===== src/rtl/cmplx_pkg.sv =====
// Shared width, rounding and saturation helpers for the pipelined complex multiplier.
package cmplx_pkg;

    function automatic int prod_w(input int dw, input int tw);
        return dw + tw;
    endfunction

    function automatic int sum_w(input int dw, input int tw);
        return dw + tw + 1;
    endfunction

    function automatic longint rnd_const(input int frac);
        return longint'(1) <<< (frac - 1);
    endfunction

    function automatic longint sat_max(input int ow);
        return (longint'(1) <<< (ow - 1)) - 1;
    endfunction

    function automatic longint sat_min(input int ow);
        return -(longint'(1) <<< (ow - 1));
    endfunction

endpackage


===== src/rtl/cmplx_mult_pipe_if.sv =====
// Operand/result stream with valid/ready handshakes plus the overflow counter controls.
interface cmplx_mult_pipe_if #(
    parameter int DW = 16,
    parameter int TW = 16,
    parameter int OW = 16
);
    logic                 in_valid;
    logic                 in_ready;
    logic                 conj_en;
    logic signed [DW-1:0] a_re;
    logic signed [DW-1:0] a_im;
    logic signed [TW-1:0] w_re;
    logic signed [TW-1:0] w_im;
    logic                 out_valid;
    logic                 out_ready;
    logic signed [OW-1:0] out_re;
    logic signed [OW-1:0] out_im;
    logic                 ovf_clr;
    logic [15:0]          ovf_cnt;

    modport master (
        output in_valid, conj_en, a_re, a_im, w_re, w_im, out_ready, ovf_clr,
        input  in_ready, out_valid, out_re, out_im, ovf_cnt
    );

    modport slave (
        input  in_valid, conj_en, a_re, a_im, w_re, w_im, out_ready, ovf_clr,
        output in_ready, out_valid, out_re, out_im, ovf_cnt
    );
endinterface


===== src/rtl/cmplx_round_sat.sv =====
// Round-half-up, arithmetic right shift by FRAC and clamp to an OW-bit signed range.
module cmplx_round_sat
    import cmplx_pkg::*;
#(
    parameter int IW   = 33,
    parameter int FRAC = 15,
    parameter int OW   = 16
) (
    input  logic signed [IW-1:0] sum,
    output logic signed [OW-1:0] value,
    output logic                 sat
);
    // One guard bit so adding the rounding constant can never wrap.
    localparam int EW = IW + 1;
    localparam logic signed [EW-1:0] RND  = EW'(rnd_const(FRAC));
    localparam logic signed [EW-1:0] HI   = EW'(sat_max(OW));
    localparam logic signed [EW-1:0] LO   = EW'(sat_min(OW));
    localparam logic signed [OW-1:0] OMAX = OW'(sat_max(OW));
    localparam logic signed [OW-1:0] OMIN = OW'(sat_min(OW));

    function automatic logic signed [EW-1:0] round_shift(input logic signed [IW-1:0] x);
        logic signed [EW-1:0] t;
        t = $signed({x[IW-1], x}) + RND;
        return t >>> FRAC;
    endfunction

    logic signed [EW-1:0] shifted;

    always_comb begin
        shifted = round_shift(sum);
        sat     = 1'b0;
        value   = shifted[OW-1:0];
        if (shifted > HI) begin
            sat   = 1'b1;
            value = OMAX;
        end else if (shifted < LO) begin
            sat   = 1'b1;
            value = OMIN;
        end
    end
endmodule


===== src/rtl/cmplx_mult_pipe.sv =====
// Three-stage complex multiplier a*w or a*conj(w) with a global stall enable and sticky overflow count.
module cmplx_mult_pipe
    import cmplx_pkg::*;
#(
    parameter int DW   = 16,
    parameter int TW   = 16,
    parameter int OW   = 16,
    parameter int FRAC = 15
) (
    input  logic             clk,
    input  logic             rst_n,
    cmplx_mult_pipe_if.slave bus
);
    localparam int PW = prod_w(DW, TW);
    localparam int SW = sum_w(DW, TW);

    logic                 en;
    logic                 vld_p0, vld_p1, vld_p2;
    logic                 conj_p0, conj_p1;
    logic signed [DW-1:0] a_re_p0, a_im_p0;
    logic signed [TW-1:0] w_re_p0, w_im_p0;
    logic signed [PW-1:0] rr_p1, ii_p1, ri_p1, ir_p1;
    logic signed [SW-1:0] sum_re, sum_im;
    logic signed [OW-1:0] rs_re, rs_im;
    logic                 sat_re, sat_im;
    logic signed [OW-1:0] out_re_p2, out_im_p2;
    logic                 sat_p2;
    logic [15:0]          ovf_count;

    assign en = !vld_p2 || bus.out_ready;

    // Control and output registers: cleared asynchronously so in-flight beats vanish on reset.
    always_ff @(posedge clk or negedge rst_n) begin
        if (!rst_n) begin
            vld_p0    <= 1'b0;
            vld_p1    <= 1'b0;
            vld_p2    <= 1'b0;
            sat_p2    <= 1'b0;
            out_re_p2 <= '0;
            out_im_p2 <= '0;
        end else if (en) begin
            vld_p0    <= bus.in_valid;
            vld_p1    <= vld_p0;
            vld_p2    <= vld_p1;
            sat_p2    <= sat_re || sat_im;
            out_re_p2 <= rs_re;
            out_im_p2 <= rs_im;
        end
    end

    always_ff @(posedge clk) begin
        if (en) begin
            // Stage 1: operand capture
            a_re_p0 <= bus.a_re;
            a_im_p0 <= bus.a_im;
            w_re_p0 <= bus.w_re;
            w_im_p0 <= bus.w_im;
            conj_p0 <= bus.conj_en;
            // Stage 2: full-precision partial products
            rr_p1   <= PW'(a_re_p0) * PW'(w_re_p0);
            ii_p1   <= PW'(a_im_p0) * PW'(w_im_p0);
            ri_p1   <= PW'(a_re_p0) * PW'(w_im_p0);
            ir_p1   <= PW'(a_im_p0) * PW'(w_re_p0);
            conj_p1 <= conj_p0;
        end
    end

    // Stage 3: combine, round and clamp ahead of the output register
    always_comb begin
        if (conj_p1) begin
            sum_re = SW'(rr_p1) + SW'(ii_p1);
            sum_im = SW'(ir_p1) - SW'(ri_p1);
        end else begin
            sum_re = SW'(rr_p1) - SW'(ii_p1);
            sum_im = SW'(ri_p1) + SW'(ir_p1);
        end
    end

    cmplx_round_sat #(.IW(SW), .FRAC(FRAC), .OW(OW)) u_rs_re (
        .sum   (sum_re),
        .value (rs_re),
        .sat   (sat_re)
    );

    cmplx_round_sat #(.IW(SW), .FRAC(FRAC), .OW(OW)) u_rs_im (
        .sum   (sum_im),
        .value (rs_im),
        .sat   (sat_im)
    );

    // Clear wins over a same-cycle saturated handshake; count sticks at all-ones.
    always_ff @(posedge clk or negedge rst_n) begin
        if (!rst_n) begin
            ovf_count <= '0;
        end else if (bus.ovf_clr) begin
            ovf_count <= '0;
        end else if (vld_p2 && bus.out_ready && sat_p2 && (ovf_count != 16'hFFFF)) begin
            ovf_count <= ovf_count + 16'd1;
        end
    end

    assign bus.in_ready  = en;
    assign bus.out_valid = vld_p2;
    assign bus.out_re    = out_re_p2;
    assign bus.out_im    = out_im_p2;
    assign bus.ovf_cnt   = ovf_count;
endmodule


===== src/flat_wrapper.sv =====
// flat-port wrapper written by rule: the top's interface ports become plain ports
module cmplx_mult_pipe_flat import cmplx_pkg::*;
#(
    parameter int DW   = 16,
    parameter int TW   = 16,
    parameter int OW   = 16,
    parameter int FRAC = 15
)
  (clk, rst_n, bus_in_valid, bus_conj_en, bus_a_re, bus_a_im, bus_w_re, bus_w_im, bus_out_ready, bus_ovf_clr, bus_in_ready, bus_out_valid, bus_out_re, bus_out_im, bus_ovf_cnt);
  cmplx_mult_pipe_if #(.DW(DW), .TW(TW), .OW(OW)) bus_i ();
  input  logic clk;
  input  logic rst_n;
  input wire logic [$bits(bus_i.in_valid)-1:0] bus_in_valid;
  input wire logic [$bits(bus_i.conj_en)-1:0] bus_conj_en;
  input wire logic [$bits(bus_i.a_re)-1:0] bus_a_re;
  input wire logic [$bits(bus_i.a_im)-1:0] bus_a_im;
  input wire logic [$bits(bus_i.w_re)-1:0] bus_w_re;
  input wire logic [$bits(bus_i.w_im)-1:0] bus_w_im;
  input wire logic [$bits(bus_i.out_ready)-1:0] bus_out_ready;
  input wire logic [$bits(bus_i.ovf_clr)-1:0] bus_ovf_clr;
  output wire logic [$bits(bus_i.in_ready)-1:0] bus_in_ready;
  output wire logic [$bits(bus_i.out_valid)-1:0] bus_out_valid;
  output wire logic [$bits(bus_i.out_re)-1:0] bus_out_re;
  output wire logic [$bits(bus_i.out_im)-1:0] bus_out_im;
  output wire logic [$bits(bus_i.ovf_cnt)-1:0] bus_ovf_cnt;
  assign bus_i.in_valid = bus_in_valid;
  assign bus_i.conj_en = bus_conj_en;
  assign bus_i.a_re = bus_a_re;
  assign bus_i.a_im = bus_a_im;
  assign bus_i.w_re = bus_w_re;
  assign bus_i.w_im = bus_w_im;
  assign bus_i.out_ready = bus_out_ready;
  assign bus_i.ovf_clr = bus_ovf_clr;
  assign bus_in_ready = bus_i.in_ready;
  assign bus_out_valid = bus_i.out_valid;
  assign bus_out_re = bus_i.out_re;
  assign bus_out_im = bus_i.out_im;
  assign bus_ovf_cnt = bus_i.ovf_cnt;
  cmplx_mult_pipe #(.DW(DW), .TW(TW), .OW(OW), .FRAC(FRAC)) u_core (.clk(clk), .rst_n(rst_n), .bus(bus_i));
endmodule

===== config.mk =====
export PLATFORM = sky130hd
export DESIGN_NAME = cmplx_mult_pipe_flat
export DESIGN_NICKNAME = d
export VERILOG_FILES = /design/src/rtl/cmplx_pkg.sv /design/src/rtl/cmplx_mult_pipe_if.sv /design/src/rtl/cmplx_round_sat.sv /design/src/rtl/cmplx_mult_pipe.sv /design/src/flat_wrapper.sv
export SDC_FILE = /design/constraint.sdc
export NUM_CORES = 2
export LEC_CHECK = 0
export BUFFER_PORTS_ARGS = -buffer_cell sky130_fd_sc_hd__buf_4
export CAP_MARGIN = 20
export CORE_UTILIZATION = 28
export CTS_CLUSTER_DIAMETER = 40
export DETAILED_ROUTE_END_ITERATION = 16
export GPL_TIMING_DRIVEN = 1
export SLEW_MARGIN = 20
export SYNTH_ARGS = -nofsm -noshare
export SYNTH_HDL_FRONTEND = slang
export SYNTH_SLANG_ARGS = --single-unit

===== constraint.sdc =====
create_clock -name clk -period 12 [get_ports clk]
set_input_delay 2.4 -clock clk [delete_from_list [all_inputs] [get_ports clk]]
set_output_delay 2.4 -clock clk [all_outputs]
set_load 0.02 [all_outputs]

==> flow_metrics.py <==
metrics = {
    "status": {
        "outcome": "finished clean",
    },
    "final_layout": {
        "area_growth_syn_to_layout_pct": 10.8,
        "drive_gt1_frac": 0.0665,
        "stdcell_area_sq_um": 57900,
        "antenna_cells": 0,
        "multiInputGateArea_sq_um": 39800,
        "seqCellArea_sq_um": 7130,
        "final_cell_mix": "inv_1 (1184), fa_1 (1048), nand2_1 (648), and2_1 (418), ha_1 (396)",
        "fin_nets": 7000,
        "mostFrequentLayoutCell": "inv_1",
        "fillers": 19100,
    },
    "placed_design": {
        "hpwlAfterDp_mm": 107,
        "gp_congestion": 0.869,
        "dpl_cell_area_sq_um": 55900,
        "port_buffers": 119,
    },
    "floorplanning": {
        "rows": 158,
        "core-area_sq_um": 185000,
        "die_x_um": 434,
        "die_h_um": 434,
        "start_util": 0.282,
        "ioPinCount": 120,
        "die_area_sq_um": 188000,
    },
    "cts": {
        "cts_hold_buf": 0,
        "cts_setup_buffers": 0,
        "max-clock-path-buffers": 3,
        "cts_tree": "built",
        "cts_root_buffer": "clkbuf_16",
        "cts_sinks": 246,
        "ctsHtreeMaxLevel": 2,
        "clkLatencyLatePin_ps": 680,
        "ctsResizeCount": 0,
        "numCtsBuffers": 58,
        "clkTransAtPathRegs_ps": 50,
    },
    "worst_setup_path": {
        "r2r_cells": 24,
        "crit_type": "flop to flop",
        "cp_common_cell": "fa_1",
        "critPathMaxFanout": 32,
        "critPathRequiredTime_ps": 12390,
        "start_kind": "flop",
        "critPathMaxStageDelay_ps": 660,
        "crit_chain": "buf_4, nand2_1, fa_1, inv_1, fa_1, inv_1, fa_1, fa_1, inv_1, fa_1, inv_1, fa_1, inv_1, ha_1, and2_1, o21ai_0, o211ai_1, a41oi_1, o21ai_1, a221o_1, and4_1, a2111oi_0, a21oi_1, xnor2_1",
        "critical_path_arrival_ps": 8020,
        "cp-end-kind": "flop",
        "slowest_stage": "a2111oi_0",
    },
    "logic_synthesis": {
        "synth_cell_types": 95,
        "syn_avg_cell_area_sq_um": 9.56,
        "netlist_instances": 5460,
        "ys_top_cells_by_area": "fa_1 (40%), edfxtp_1 (11%), ha_1 (9.5%)",
        "yosys_warnings": 0,
        "synthFlopType": "edfxtp_1",
        "syn_area_sq_um": 52200,
        "async_flop_share": 0.211,
        "ys_ff_latch": 246,
        "ys_seq_area_frac": 0.136,
        "syn_nets": 6974,
        "synth_top_area_cell": "fa_1",
        "synth.top_cell.area_share": 0.402,
        "synth-edff-count": 194,
    },
    "routing": {
        "wl_mm": 136,
        "first_pass_iters": 6,
        "vias_per_cell": 4.58,
        "num_vias": 36700,
        "drtAntennaViolNets": 0,
        "drtIter0Drc": 2086,
        "route.detailed.drc": 0,
        "wire_per_inst_um": 16.9,
    },
    "worst_hold_path": {
        "holdPathStages": 0,
        "hp-class": "flop to flop",
    },
    "global_routing": {
        "grt_max_degree": 71,
        "grt_overflow_total": 0,
        "grtUsageMet1": 0.191,
        "grtUsageMet3": 0.0192,
        "grt_first_pass_wirelength_mm": 219,
        "grt_pass1_vias": 40000,
        "met2_usage": 0.257,
        "antenna_found_initial": 12,
        "grt_usage": 0.149,
        "busiest_layer": "met2",
    },
    "sta": {
        "max_freq_ghz": 0.131,
        "rsz0062_at_grt": "false",
        "post-route-period-util": 0.636,
        "hold_viol_final": 0,
        "min_period_ps": 7630,
        "slew_violations": 0,
        "worst_pin_slew_ps": 1090,
        "skew_ps": 42.6,
        "setup_viol": 0,
        "setup_tns_ps": 0,
        "maxSlewHeadroom": 0.274,
    },
    "job": {
        "drv_cap": 0,
    },
}
-- through the flow --
step                worst slack [ps]  cells   util  hold slack (ps)
global route                    3850   8014  0.312              458
finish                          4370   8014  0.312              433
global placement                4380   7906  0.302              404
detailed placement              4400   7906  0.302              406
floorplan                       1220   5460      -              400
CTS                             4410   8014  0.312              437
-- cell families after synthesis --
| logic type | count (synthesis) | synth area share |
|---|---|---|
| AND/OR/NAND/NOR | 1572 | 0.149 |
| adder cells (fa/ha/maj) | 1444 | 0.497 |
| buffers and inverters | 1407 | 0.102 |
| AO/OA/AOI/OAI | 519 | 0.0695 |
| XOR/XNOR | 261 | 0.0438 |
| flip-flops | 246 | 0.136 |
| multiplexers | 11 | 0.00230 |
-- metal layers --
| layer | routed length (um) | vias to the layer above |
|---|---|---|
| li1 | - | 16800 |
| met1 | 58300 | 18800 |
| met2 | 65700 | 934 |
| met3 | 7050 | 212 |
| met4 | 4510 | 6 |
| met5 | 40 | - |
-- path summary, 6_finish.rpt --
kind | start | endpoint | slack (ps)
setup reg to reg | u_core.w_re_p0[1] | u_core.ir_p1[31] | 4370
min in group asynchronous | rst_n | u_core.bus.ovf_cnt[9] | 1780
hold / removal | u_core.conj_p0 | u_core.conj_p1 | 430
hold reg to reg | u_core.conj_p0 | u_core.conj_p1 | 430
max in group asynchronous | rst_n | u_core.bus.out_re[3] | 9680
setup / recovery | u_core.w_re_p0[1] | u_core.ir_p1[31] | 4370
-- flip-flops by register name, indices dropped and copies added, names as in the netlist --
signal                flops
u_core.bus.out_im        16
u_core.sat_p2             1
u_core.a_re_p0           16
u_core.conj_p1            1
u_core.vld_p1             1
u_core.w_re_p0           16
u_core.rr_p1             32
u_core.a_im_p0           16
u_core.ii_p1             32
u_core.vld_p0             1
u_core.bus.ovf_cnt       16
u_core.ir_p1             32
u_core.conj_p0            1
u_core.ri_p1             32
u_core.bus.out_re        16
u_core.w_im_p0           16
u_core.bus.out_valid      1
-- layout make-up --
| cell class | count | area share |
|---|---|---|
| Tap cell | 2480 | 0.0536 |
| Clock buffer | 59 | 0.0253 |
| Timing Repair Buffer | 189 | 0.0245 |
| Inverter | 1184 | 0.0768 |
| Multi-Input combinational cell | 3807 | 0.688 |
| Sequential cell | 246 | 0.123 |
| Clock inverter | 49 | 0.00898 |
-- synth_stat cells (all sizes together), types with 8 or more instances --
master	number
inv	1184
fa	1048
nand2	648
and2	419
ha	396
clkbuf	210
xnor2	196
edfxtp	194
nor2	179
a21oi	168
o21ai	81
nand2b	80
xor2	65
a21o	64
dfrtp	52
nand3	52
nor3	48
a31oi	38
and3	25
nor2b	22
a211oi	20
o211ai	20
o21bai	20
or3	20
nor4	19
nand4	18
o21a	18
buf	13
or2	12
a21boi	8
o311ai	8
-- critical path, delay by kind of cell, from the launching register on --
kind / cells / cell delay, ps
AO/OA/AOI/OAI: 7 / 2340
XOR/XNOR: 1 / 160
adder cells (fa/ha/maj): 7 / 3390
buffers and inverters: 6 / 630
flip-flops: 1 / 310
AND/OR/NAND/NOR: 3 / 520
Power is left out: the tool's default activity adds up to more than one toggle a clock period on the data nets, which glitch-free logic cannot reach.
